--- src/rtl/stream_mux.sv ---
// -----------------------------------------------------------------------------
// stream_mux
//
// N-input, WIDTH-bit stream multiplexer with a registered output stage and
// valid/ready handshakes on every channel. Each output beat is tagged with
// the channel it came from. The source channel is chosen in one of two ways:
//   mode = 0 : software-fixed select through sel (no candidate if sel >= N)
//   mode = 1 : round-robin, first valid channel at or after ptr (mod N)
//
// Ports
//   clk        rising-edge clock
//   rst_n      asynchronous active-low reset
//   mode       0 = fixed select, 1 = round-robin
//   sel        channel index used in fixed-select mode
//   in_data    channel i occupies bits [i*WIDTH +: WIDTH]
//   in_valid   per-channel valid
//   in_ready   per-channel ready (combinational, at most one bit set)
//   out_data   registered output beat
//   out_chan   source channel of out_data
//   out_valid  output register holds a beat
//   out_ready  downstream accepts the current beat
// -----------------------------------------------------------------------------
module stream_mux #(
    parameter int WIDTH = 8,
    parameter int N     = 4,
    parameter int SELW  = 2
) (
    input  logic               clk,
    input  logic               rst_n,
    input  logic               mode,
    input  logic [SELW-1:0]    sel,
    input  logic [N*WIDTH-1:0] in_data,
    input  logic [N-1:0]       in_valid,
    output logic [N-1:0]       in_ready,
    output logic [WIDTH-1:0]   out_data,
    output logic [SELW-1:0]    out_chan,
    output logic               out_valid,
    input  logic               out_ready
);

    // Output register and round-robin pointer
    logic [WIDTH-1:0] out_data_q, out_data_d;
    logic [SELW-1:0]  out_chan_q, out_chan_d;
    logic             out_valid_q, out_valid_d;
    logic [SELW-1:0]  ptr_q, ptr_d;

    // Candidate selection and handshake
    logic             load_s;
    logic             cand_valid_s;
    logic [SELW-1:0]  cand_idx_s;
    logic [SELW-1:0]  rr_idx_s;
    logic             grant_s;
    logic [WIDTH-1:0] chan_data_s [N];

    // Unpack the flat data bus so the chosen channel can be indexed directly
    for (genvar g = 0; g < N; g++) begin : g_unpack
        assign chan_data_s[g] = in_data[g*WIDTH +: WIDTH];
    end

    // The register can take a beat when it is empty or being drained this cycle
    assign load_s = ~out_valid_q | out_ready;

    // Candidate decision: fixed select or first valid channel from ptr onward
    always_comb begin
        cand_valid_s = 1'b0;
        cand_idx_s   = {SELW{1'b0}};
        rr_idx_s     = {SELW{1'b0}};
        if (mode == 1'b0) begin
            if (32'(sel) < 32'(N)) begin
                cand_valid_s = 1'b1;
                cand_idx_s   = sel;
            end else begin
                cand_valid_s = 1'b0;
                cand_idx_s   = {SELW{1'b0}};
            end
        end else begin
            // Walk the offsets from farthest to nearest so that the channel
            // closest to ptr is the last one written and therefore wins.
            for (int k = N - 1; k >= 0; k--) begin
                rr_idx_s     = SELW'((32'(ptr_q) + 32'(k)) % 32'(N));
                cand_idx_s   = in_valid[rr_idx_s] ? rr_idx_s : cand_idx_s;
                cand_valid_s = cand_valid_s | in_valid[rr_idx_s];
            end
        end
    end

    // One-hot ready toward the candidate; forced low while reset is asserted
    always_comb begin
        in_ready = {N{1'b0}};
        if (rst_n && load_s && cand_valid_s) begin
            in_ready[cand_idx_s] = 1'b1;
        end else begin
            in_ready = {N{1'b0}};
        end
    end

    // A grant needs a candidate whose valid is up while the register can load
    assign grant_s = load_s & cand_valid_s & in_valid[cand_idx_s];

    // Next-state of the output register and pointer
    always_comb begin
        out_data_d  = out_data_q;
        out_chan_d  = out_chan_q;
        out_valid_d = out_valid_q;
        ptr_d       = ptr_q;
        if (grant_s) begin
            out_data_d  = chan_data_s[cand_idx_s];
            out_chan_d  = cand_idx_s;
            out_valid_d = 1'b1;
            ptr_d       = SELW'((32'(cand_idx_s) + 32'd1) % 32'(N));
        end else if (out_valid_q && out_ready) begin
            // Drained with nothing to replace it: data and channel tag hold
            out_valid_d = 1'b0;
        end else begin
            out_valid_d = out_valid_q;
        end
    end

    // State registers with asynchronous clear
    always_ff @(posedge clk or negedge rst_n) begin
        if (!rst_n) begin
            out_data_q  <= {WIDTH{1'b0}};
            out_chan_q  <= {SELW{1'b0}};
            out_valid_q <= 1'b0;
            ptr_q       <= {SELW{1'b0}};
        end else begin
            out_data_q  <= out_data_d;
            out_chan_q  <= out_chan_d;
            out_valid_q <= out_valid_d;
            ptr_q       <= ptr_d;
        end
    end

    assign out_data  = out_data_q;
    assign out_chan  = out_chan_q;
    assign out_valid = out_valid_q;

endmodule
--- config.mk ---
export PLATFORM = sky130hd
export DESIGN_NAME = stream_mux
export DESIGN_NICKNAME = d
export VERILOG_FILES = /design/src/rtl/stream_mux.sv
export SDC_FILE = /design/constraint.sdc
export NUM_CORES = 1
export LEC_CHECK = 0
export BUFFER_PORTS_ARGS = -buffer_cell sky130_fd_sc_hd__buf_2
export CORE_MARGIN = 3
export CORE_UTILIZATION = 31
export DETAILED_ROUTE_END_ITERATION = 12
export GPL_ROUTABILITY_DRIVEN = 0
export GPL_TIMING_DRIVEN = 0
export SLEW_MARGIN = 20
export SYNTH_ARGS = -nofsm -noshare
export SYNTH_HDL_FRONTEND = slang
export SYNTH_SLANG_ARGS = --single-unit
--- constraint.sdc ---
create_clock -name clk -period 1.75 [get_ports clk]
set_input_delay 0.0875 -clock clk [delete_from_list [all_inputs] [get_ports clk]]
set_output_delay 0.0875 -clock clk [all_outputs]
set_load 0.01 [all_outputs]
## Word level (Yosys, flattened, before mapping)

Cells that the tools add are included.

- Register bits after elaboration: 13
- Input bits: 42
- Output and inout bits: 15

- Add/sub/neg operators: 4
- $lt $le $gt $ge: 7
- Multiplexer cells: 24
- Bitwise gates (word level): 8
- Reductions and logical operators: 5

Operators with widths:

| kind | number |
|---|---|
| $bmux W8 S2 | 1 |
| $mux W8 | 2 |
| $lt A2 B3 Y1 const B | 5 |
| $bmux W1 S2 | 5 |
| $mux W2 | 5 |
| $mux W1 | 9 |
| $add A2 B1 Y2 const B | 2 |
| $add A2 B2 Y2 const B | 2 |
| $logic_and A1 B1 Y1 | 4 |
| $mux W4 | 1 |
| $or A1 B1 Y1 | 4 |
| $ge A3 B3 Y1 const B | 1 |
| $not A2 Y3 | 1 |
| $and A1 B1 Y1 | 2 |
| $demux W1 S2 | 1 |
| $ge A2 B1 Y1 const B | 1 |
| $reduce_bool A2 Y1 | 1 |
| $not A1 Y1 | 1 |

## Logic depth before layout (Yosys ltp)

Gate-level depths: netlist of the first run.

- Depth after elaboration: 13
- Depth in mapped cells: 7

## Worst setup path before layout of the first run

Ideal clock, no wire load.

- Kind: flip-flop to flip-flop
- Start: register ptr_q[1]
- End: register out_chan_q[1] (netlist: out_chan[1])
- Library setup time: 0.125 ns
- Data arrival time: 1.816 ns
- Data required time: 1.625 ns
- Slack: -0.191 ns
- Cell stages (with the launch flop): 8
- Cells stage by stage: dfrtp_1 mux2i_1 nor2_1 o41ai_4 nand4b_1 and2_4 buf_6 mux2_4

- Cells in the longest elaborated chain, start to end: 11

RTL lines:

| what | line | RTL |
|---|---|---|
| start: declaration | 45 | `logic [SELW-1:0] ptr_q, ptr_d;` |
| start signal: assignment | 125 | `ptr_q <= {SELW{1'b0}};` |
| start signal: assignment | 130 | `ptr_q <= ptr_d;` |
| $add A2 B2 Y2 | 80 | `rr_idx_s = SELW'((32'(ptr_q) + 32'(k)) % 32'(N));` |
| $bmux W1 S2 | 81, 82 |  |
| $mux W1 (not written as such) | 81, 82 |  |
| $mux W2 (4 in a row) | 81 | `cand_idx_s = in_valid[rr_idx_s] ? rr_idx_s : cand_idx_s;` |
| $mux W2 | 68 | `if (mode == 1'b0) begin` |
| $bmux W1 S2 | 98 | `assign grant_s = load_s & cand_valid_s & in_valid[cand_idx_s];` |
| $mux W1 (not written as such) | 98 |  |
| $and A1 B1 Y1 | 98 |  |
| end signal: assignment | 123 | `out_chan_q <= {SELW{1'b0}};` |
| end signal: assignment | 128 | `out_chan_q <= out_chan_d;` |
| end: declaration | 43 | `logic [SELW-1:0] out_chan_q, out_chan_d;` |

Several ways; a longest one is shown, not always the timed one. The select of a mux whose other input is x is not followed.
A chain may end at the register's enable or synchronous reset.

## Worst setup path in the final report of the first run

Same ends and word-level chain as after synthesis.

==> impl_metrics.csv, run 1 <==
group,metric,value,unit
worst_setup_path,crit_chain,"mux2i_1 > nor2_1 > o41ai_4 > buf_4 > nand4_4 > and2_4 > mux2_4",
yosys,synth_area,977,sq um
worst_setup_path,critPathMaxStageDelay,0.43,ns
placed_design,pre_cts_ws,-0.348,ns
clock_tree,insertion_delay,0.28,ns
global_routing,grt_usage,14.3,%
job,drv_cap,0,
pwr,power_density,1190,nW/um^2
die,initial_utilization,34.0,%
worst_setup_path,path_max_fanout,6,
sta,clock_skew,0.00832,ns
yosys,synth_flop_cell,"dfrtp_1",
global_routing,top_usage_layer,"met2",
pwr,pwr-share-seq,30.6,%
die,core_area,2880,sq um
global_routing,grt_use_met1,17.4,%
yosys,syn_avg_cell_area,9.68,sq um
worst_setup_path,worstPathRequired,1.92,ns
sta,fin_crit,2.00,ns
sta,rsz0062_at_grt,"true",
worst_setup_path,cp_slowest_cell,"dfrtp_2",
clock_tree,cts_tree,"built",
sta,finalSetupTns,-2.59,ns
clock_tree,root_buffer,"clkbuf_4",
worst_setup_path,path_buf_inv,1,
yosys,synth_edf_count,0,
run_status,violations,"negative setup slack",
route,dr.pass1.iters,4,
sta,relSlewSlack,58.4,%
placed_design,dp.cells,199,
yosys,synthArstFlopShare,100,%
worst_setup_path,path_delay_family,"multiplexers",
sta,tightest_slew,0.621,ns
die,rows,19,
yosys,ys_ff_latch,13,
yosys,seq_area_frac_synth,33.3,%
pwr,switching_share,40.2,%
run_status,status,"complete, but fails checks",
pwr,p_comb_share,58.6,%
global_routing,grt_util_met2,25.5,%
pwr,fin_total_pwr,1770,uW
clock_tree,cts_buffers,3,
clock_tree,h-tree-depth,1,
die,die_w,62.1,um
die,io_pins,57,
worst_setup_path,path_class,"reg2reg",
finish,area_growth,52.1,%
route,drt_iter0_drc,24,
sta,fin_ws,-0.251,ns
finish,instances_no_fill,212,
pwr,net-switching-power,710,uW
yosys,yosys-top-cells-area,"dfrtp_1 33%, mux2i_1 22%, a21o_1 6.1%, o22ai_1 5.1%, nand2_1 3.1%",
global_routing,first_global_vias,1011,
pwr,power.internal,1060,uW
route,dr_total_vias,1042,
yosys,yosysUniqueCellTypes,32,
sta,setup_viol,15,
global_routing,grt_pass1_wl,4560,um
yosys,yosysWarnings,0,
finish,final_nets,213,
die,dieHeight,62.1,um
worst_setup_path,startpoint_type,"flip-flop",
finish,antenna_cells,0,
route,final_antenna_net_count,0,
finish,drive_gt1_share,50.6,%
placed_design,dp_hpwl,2070,um
yosys,syn_inst,101,
yosys,synth_nets,143,
clock_tree,cts_sinks,13,
worst_setup_path,cp-end-kind,"flip-flop",
placed_design,io_buffers,56,
sta,fin_hold_ws,0.0553,ns
sta,hold_viol,0,
worst_setup_path,cp_data_arrival_time,2.17,ns
pwr,pwr-share-clk,10.8,%
pwr,p_leak,0.000804,uW
die,dieArea,3860,sq um
route,drc,0,
sta,maxSlewViolCount,0,
route,vias_per_cell,4.92,
yosys,synth_top_area_share,33.3,%
sta,max_freq,500,MHz
global_routing,grt_overflow,0,
clock_tree,cts.clk_slew.worst_paths,0.09,ns
global_routing,antenna_found_initial,0,
global_routing,gr-usage-met3,3.78,%
clock_tree,clockBufferDepth,2,
pwr,vdd.ir_drop.worst,0.000604,V
route,finalWirelength,2910,um
yosys,yosysTopAreaCell,"dfrtp_1",
global_routing,grt_max_degree,14,
route,route.detailed.wl_per_inst,13.7,um
min_path,hold_class,"in2reg",
sta,fin_crit_sh,114,%
==> cell usage after synthesis, drive strengths merged (2+ instances only) <==
| cell type | number |
|---|---|
| o21ai | 2 |
| nor2b | 3 |
| inv | 3 |
| nand2 | 8 |
| a21o | 8 |
| mux2i | 21 |
| nand3 | 4 |
| buf | 5 |
| o22ai | 8 |
| nor2 | 8 |
| dfrtp | 13 |
==> routing by layer <==
layer  wire length (um)  vias to the layer above
met5                  0                        -
met4                 16                        0
met3                122                        2
met2               1530                       24
met1               1240                      496
li1                   -                      520
==> power by group through the flow <==
stage               sequential, uW  clock, uW  combinational [uW]
floorplan                      597          0                 537
global placement               541          0                 872
detailed placement             544          0                 882
CTS                            541        199                 943
global route                   566        216                1130
finish                         540        191                1030
==> through the flow <==
stage,utilization (%),instance area (sq um)
after floorplan,-,977
after global placement,45.5,1310
after detailed placement,45.5,1310
after CTS,48.8,1410
after global routing,51.7,1490
final,51.7,1490
==> final cells by class <==
type,instances,area (sq um)
fillers,279,1390
multi-input cells,81,682
repair buffers,65,350
flip-flops and latches,13,327
well taps,42,52.6
plain buffers,4,37.5
clock buffers,4,26.3
inverters,3,11.3
==> cells by family (layout without fill, tap and decap cells) <==
group,after synthesis,after routing,share of synthesized area (%)
flops,13,13,33.3
compound gates,29,29,23.7
mux,22,22,23.0
simple gates,29,30,15.4
buf+inv,8,76,4.61
==> path summary, 6_finish.rpt <==
path / from / end / depth (start not counted) / slack (ns)
worst max-delay path: ptr_q[1] / out_chan[1] / 7 / -0.25
worst min-delay path: out_ready / out_valid / 2 / 0.06
worst max register to register: ptr_q[1] / out_chan[1] / 7 / -0.25
worst min register to register: out_data[3] / out_data[3] / 1 / 0.48
max in group asynchronous: rst_n / ptr_q[1] / 2 / 0.89
min in group asynchronous: rst_n / out_data[0] / 2 / 0.42
==> registers in the layout (all words and copies together), names as in the netlist <==
| signal | count |
|---|---|
| out_chan | 2 |
| out_valid | 1 |
| ptr_q | 2 |
| out_data | 8 |
==> timing repair <==
action                                 4_1_cts  5_1_grt
buffers inserted                             4        3
gates cloned                                 1        1
endpoints found under the hold margin       13        0
resized for setup                           12        8
pin swaps                                    4        5
hold buffers                                 1        0
setup endpoints to repair                   16       16
==> placed cells by master, fill, tap and decap left out, drive strengths merged <==
cell / Yosys / routed
a21oi: 1 / 1
mux2: 1 / 1
a2bb2oi: 1 / 1
o21bai: 1 / 1
nor2: 8 / 8
nand3: 4 / 4
buf: 5 / 67
nor4: 1 / 1
nand4: 1 / 1
a221o: 1 / 1
clkbuf: 0 / 5
mux2i: 21 / 21
o221ai: 1 / 1
o41ai: 1 / 1
nand2b: 1 / 1
nor2b: 3 / 3
o21ba: 1 / 1
o21ai: 2 / 2
inv: 3 / 3
or2: 1 / 1
o22ai: 8 / 8
o31a: 1 / 1
a211o: 1 / 1
nand2: 8 / 8
dlygate4sd3: 0 / 1
a21o: 8 / 8
nand4b: 1 / 1
a221oi: 1 / 1
and2: 1 / 2
o31ai: 1 / 1
dfrtp: 13 / 13
(Power assumes the default switching activity.)
==> inputs of run 2 (changes only) <==
- REMOVE_ABC_BUFFERS: not set -> 1
==> impl_metrics.csv, run 2 (same netlist as run 1, synthesis figures left out) <==
group,metric,value,unit
run_status,status,"complete, but fails checks",
run_status,violations,"negative setup slack",
sta,tightest_slew,0.374,ns
placed_design,post_dp_cell_area,1310,sq um
placed_design,dp.cells,195,
finish,fin_area,1520,sq um
route,dr.pass1.iters,3,
worst_setup_path,crit_chain,"mux2i_1 > nor2_1 > o41ai_4 > buf_4 > nand4_4 > and2_4 > mux2_4",
global_routing,grt_overflow,0,
route,route.detailed.wl_per_inst,13.8,um
worst_setup_path,cp_data_arrival_time,2.06,ns
finish,final_common_cell,"buf_2",
clock_tree,clockBufferDepth,2,
finish,instances_no_fill,211,
sta,rsz0062_at_grt,"true",
finish,mostFrequentLayoutCells,"56 x buf_2, 20 x mux2i_1, 12 x dfrtp_1",
route,drc,0,
finish,antenna_cells,0,
die,dieArea,3860,sq um
sta,clock_skew,0.00123,ns
die,die_w,62.1,um
sta,maxSlewViolCount,0,
finish,final_nets,212,
sta,relSlewSlack,75.0,%
worst_setup_path,cp_slowest_cell,"dfrtp_2",
clock_tree,h-tree-depth,1,
global_routing,grt_pass1_wl,5250,um
die,rows,19,
placed_design,io_buffers,56,
finish,fillerInstances,279,
sta,fin_crit_sh,108,%
sta,max_freq,527,MHz
pwr,power_density,1190,nW/um^2
global_routing,grt_max_degree,16,
clock_tree,cts_buffers,3,
route,drt_iter0_drc,27,
worst_setup_path,path_delay_family,"multiplexers",
route,final_antenna_net_count,0,
worst_setup_path,path_class,"reg2reg",
worst_setup_path,critPathMaxStageDelay,0.43,ns
clock_tree,cts_sinks,13,
clock_tree,root_buffer,"clkbuf_4",
sta,setup_viol,14,
sta,hold_viol,0,
placed_design,dp_hpwl,2040,um
pwr,p_leak,0.000809,uW
die,core_area,2880,sq um
worst_setup_path,cp-end-kind,"flip-flop",
die,dieHeight,62.1,um
finish,drive_gt1_share,53.3,%
pwr,vdd.ir_drop.worst,0.000628,V
clock_tree,cts.clk_slew.worst_paths,0.08,ns
die,io_pins,57,
min_path,hold_class,"in2reg",
worst_setup_path,startpoint_type,"flip-flop",
finish,area_growth,55.4,%
sta,finalSetupTns,-1.04,ns
worst_setup_path,path_max_fanout,5,
die,initial_utilization,34.0,%
finish,largest_reg_flops,8,
route,vias_per_cell,5.02,
route,dr_total_vias,1059,
worst_setup_path,worstPathRequired,1.91,ns
global_routing,grt_usage,16.1,%
global_routing,antenna_found_initial,0,
sta,fin_ws,-0.148,ns
clock_tree,insertion_delay,0.27,ns
job,drv_cap,0,
worst_setup_path,path_buf_inv,1,
sta,fin_crit,1.90,ns
global_routing,first_global_vias,1177,
route,finalWirelength,2920,um
clock_tree,cts_tree,"built",
run 2: changes by cell type in the layout (fill, tap and decap cells not counted), sizes merged:
cell    before  now
clkbuf       5    4
run 2: layer usage:
layer  part of all wire (%)  up-vias  wire length [um]  GRT usage (%)
li1                       -      517                 -              -
met1                     43      498              1260           20.0
met2                     50       42              1460           28.1
met3                    6.1        2               179           2.70
met4                   0.58        0                17           5.25
met5                      0        -                 0              0
run 2: worst paths after layout:
path                             start           to  slack [ns]  cells after the start
setup reg to reg              ptr_q[1]  out_chan[1]       -0.15                      7
max in group asynchronous        rst_n     ptr_q[1]        1.20                      2
setup / recovery              ptr_q[1]  out_chan[1]       -0.15                      7
min in group asynchronous        rst_n  out_data[7]        0.26                      2
hold reg to reg            out_data[7]  out_data[7]        0.48                      1
hold / removal               out_ready    out_valid        0.07                      2
run 2: worst register-to-register path, stage by stage, from the launching register on:
cell     delay [ns]
dfrtp_2        0.43
mux2i_1        0.21
nor2_1         0.08
o41ai_4        0.26
buf_4          0.19
nand4_4        0.12
and2_4         0.20
mux2_4         0.29
run 2: where the power goes:
group          total (uW)  internal, uW  leakage (uW)  switching [uW]
clock                 182          88.2     0.0000150            93.6
combinational        1080           551      0.000639             534
sequential            546           450      0.000155            96.4
total                1810          1090      0.000809             724
run 2: metrics by stage:
step / utilization, % / hold WS (ns) / worst slack (ns) / total power, uW
floorplan: - / -0.208 / -1.58 / 1100
global placement: 44.4 / 0.00779 / -2.23 / 1380
detailed placement: 45.4 / 0.0136 / -0.871 / 1420
CTS: 51.3 / 0.0669 / -0.120 / 1780
global route: 52.8 / 0.0809 / -0.243 / 1980
finish: 52.8 / 0.0729 / -0.148 / 1810
run 2: cell type report:
type                    instances  area [sq um]  area share (%)
inverters                       3          11.3           0.741
flip-flops and latches         13           327            21.5
repair buffers                 68           392            25.8
clock buffers                   4          26.3            1.73
multi-input cells              81           711            46.8
well taps                      42          52.6            3.46
run 2: repair_timing:
action	in CTS	in global routing
pin swaps	7	7
endpoints found under the setup margin	17	15
gates resized for setup	15	8
hold buffers	1	0
gates cloned	1	0
setup buffers	8	2
endpoints found under the hold margin	13	0
==> inputs of run 3 (changes only) <==
--- a/config.mk
+++ b/config.mk
@@ -8,3 +8,3 @@
 export BUFFER_PORTS_ARGS = -buffer_cell sky130_fd_sc_hd__buf_2
-export CORE_MARGIN = 3
+export CORE_MARGIN = 2
 export CORE_UTILIZATION = 31
@@ -13,2 +13,3 @@
 export GPL_TIMING_DRIVEN = 0
+export PLACE_DENSITY = 0.61
 export REMOVE_ABC_BUFFERS = 1
==> constraint.sdc (replaced) <==
create_clock -name clk -period 1.75 [get_ports clk]
set_input_delay 0.175 -clock clk [delete_from_list [all_inputs] [get_ports clk]]
set_output_delay 0.175 -clock clk [all_outputs]
set_load 0.01 [all_outputs]
==> impl_metrics.csv, run 3 (same netlist as run 1, synthesis figures left out) <==
group,metric,value,unit
route,dr.pass1.iters,3,
sta,finalSetupTns,-2.52,ns
die,dieArea,3620,sq um
sta,maxSlewViolCount,0,
route,dr_total_vias,1048,
global_routing,grt_max_degree,14,
sta,tightest_slew,0.599,ns
die,dieHeight,60.1,um
global_routing,grt_usage,17.3,%
pwr,power_density,1210,nW/um^2
worst_setup_path,worstPathRequired,1.91,ns
route,route.detailed.wl_per_inst,13.7,um
sta,fin_crit,1.95,ns
pwr,p_leak,0.000833,uW
sta,relSlewSlack,59.9,%
worst_setup_path,startpoint_type,"flip-flop",
clock_tree,cts_sinks,13,
global_routing,grt_overflow,0,
finish,largest_reg_flops,8,
finish,final_common_cell,"buf_2",
route,vias_per_cell,4.81,
finish,mostFrequentLayoutCells,"57 x buf_2, 21 x mux2i_1, 12 x dfrtp_1",
worst_setup_path,cp-end-kind,"flip-flop",
route,final_antenna_net_count,0,
route,finalWirelength,2980,um
die,core_area,3030,sq um
sta,rsz0062_at_grt,"true",
worst_setup_path,critPathMaxStageDelay,0.43,ns
finish,antenna_cells,0,
finish,final_core_util,51.1,%
die,rows,20,
worst_setup_path,path_class,"reg2reg",
global_routing,grt_pass1_wl,4600,um
placed_design,io_buffers,56,
clock_tree,cts_buffers,3,
worst_setup_path,crit_chain,"mux2i_1 > nor2_2 > o41ai_4 > buf_4 > nand4b_1 > and2_4 > mux2_4",
worst_setup_path,cp_slowest_cell,"dfrtp_2",
clock_tree,root_buffer,"clkbuf_4",
finish,final_nets,217,
run_status,status,"complete, but fails checks",
sta,clock_skew,0.00604,ns
job,drv_cap,0,
sta,fin_ws,-0.203,ns
global_routing,first_global_vias,1006,
clock_tree,cts_tree,"built",
global_routing,antenna_found_initial,0,
worst_setup_path,cp_data_arrival_time,2.11,ns
finish,area_growth,58.3,%
sta,hold_viol,0,
placed_design,dp_hpwl,2010,um
die,initial_utilization,32.3,%
sta,fin_crit_sh,112,%
sta,setup_viol,16,
route,drc,0,
sta,max_freq,512,MHz
route,drt_iter0_drc,14,
clock_tree,cts.clk_slew.worst_paths,0.08,ns
min_path,hold_class,"in2reg",
run_status,violations,"negative setup slack",
finish,fillerInstances,298,
worst_setup_path,path_max_fanout,6,
clock_tree,h-tree-depth,1,
pwr,vdd.ir_drop.worst,0.000615,V
clock_tree,insertion_delay,0.28,ns
finish,drive_gt1_share,53.4,%
clock_tree,clockBufferDepth,2,
die,die_w,60.1,um
die,io_pins,57,
-- run 3: through the flow --
stage	cell area, sq um	setup slack [ns]	power [uW]	instances	hold slack [ns]
after floorplan	943	-1.58	1100	96	-0.121
after global placement	1280	-2.24	1380	196	0.0983
after detailed placement	1310	-0.852	1420	197	0.105
after CTS	1470	-0.239	1760	212	0.150
after global routing	1550	-0.259	2020	218	0.157
final	1550	-0.203	1870	218	0.173
-- run 3: where the power goes --
part / internal (uW) / total [uW] / leakage, uW / switching [uW]
clock: 88.3 / 188 / 0.0000150 / 99.6
combinational: 595 / 1130 / 0.000663 / 539
sequential: 449 / 545 / 0.000155 / 95.1
-- run 3: path summary, 6_finish.rpt --
| kind | slack [ns] | start | cells past startpoint | to |
|---|---|---|---|---|
| hold reg to reg | 0.48 | out_data[0] | 1 | out_data[0] |
| hold / removal | 0.17 | out_ready | 2 | out_valid |
| max in group asynchronous | 0.83 | rst_n | 2 | ptr_q[1] |
| min in group asynchronous | 0.50 | rst_n | 2 | out_data[7] |
| setup reg to reg | -0.20 | ptr_q[1] | 7 | out_chan[1] |
| setup / recovery | -0.20 | ptr_q[1] | 7 | out_chan[1] |
-- run 3: worst max-delay path, delay by kind of cell (launching register included) --
family | cells | cell delay (ns)
AOI/OAI and AO/OA | 1 | 0.20
buffers and inverters | 1 | 0.19
muxes | 2 | 0.52
DFF | 1 | 0.43
and+or+nand+nor | 3 | 0.49
-- run 3: final cells by class --
| cell class | instances | area, sq um | share of cell area, % |
|---|---|---|---|
| Sequential cell | 13 | 327 | 21.1 |
| Inverter | 3 | 11.3 | 0.728 |
| Tap cell | 44 | 55.1 | 3.56 |
| Clock buffer | 4 | 26.3 | 1.70 |
| Multi-Input combinational cell | 81 | 687 | 44.4 |
| Timing Repair Buffer | 73 | 440 | 28.5 |
-- run 3: routing by layer --
layer	global-route usage, %	vias to the layer above	wire length [um]
met5	0	-	0
met4	6.67	0	21
met3	3.25	2	206
met2	29.7	48	1440
met1	21.1	472	1310
li1	-	526	-
-- run 3: timing repair --
action,in CTS,in global routing
setup endpoints to repair,17,16
setup buffers,9,5
hold buffers,1,0
endpoints found under the hold margin,13,0
gates resized for setup,10,7
cloned,1,2
pin swaps,6,7
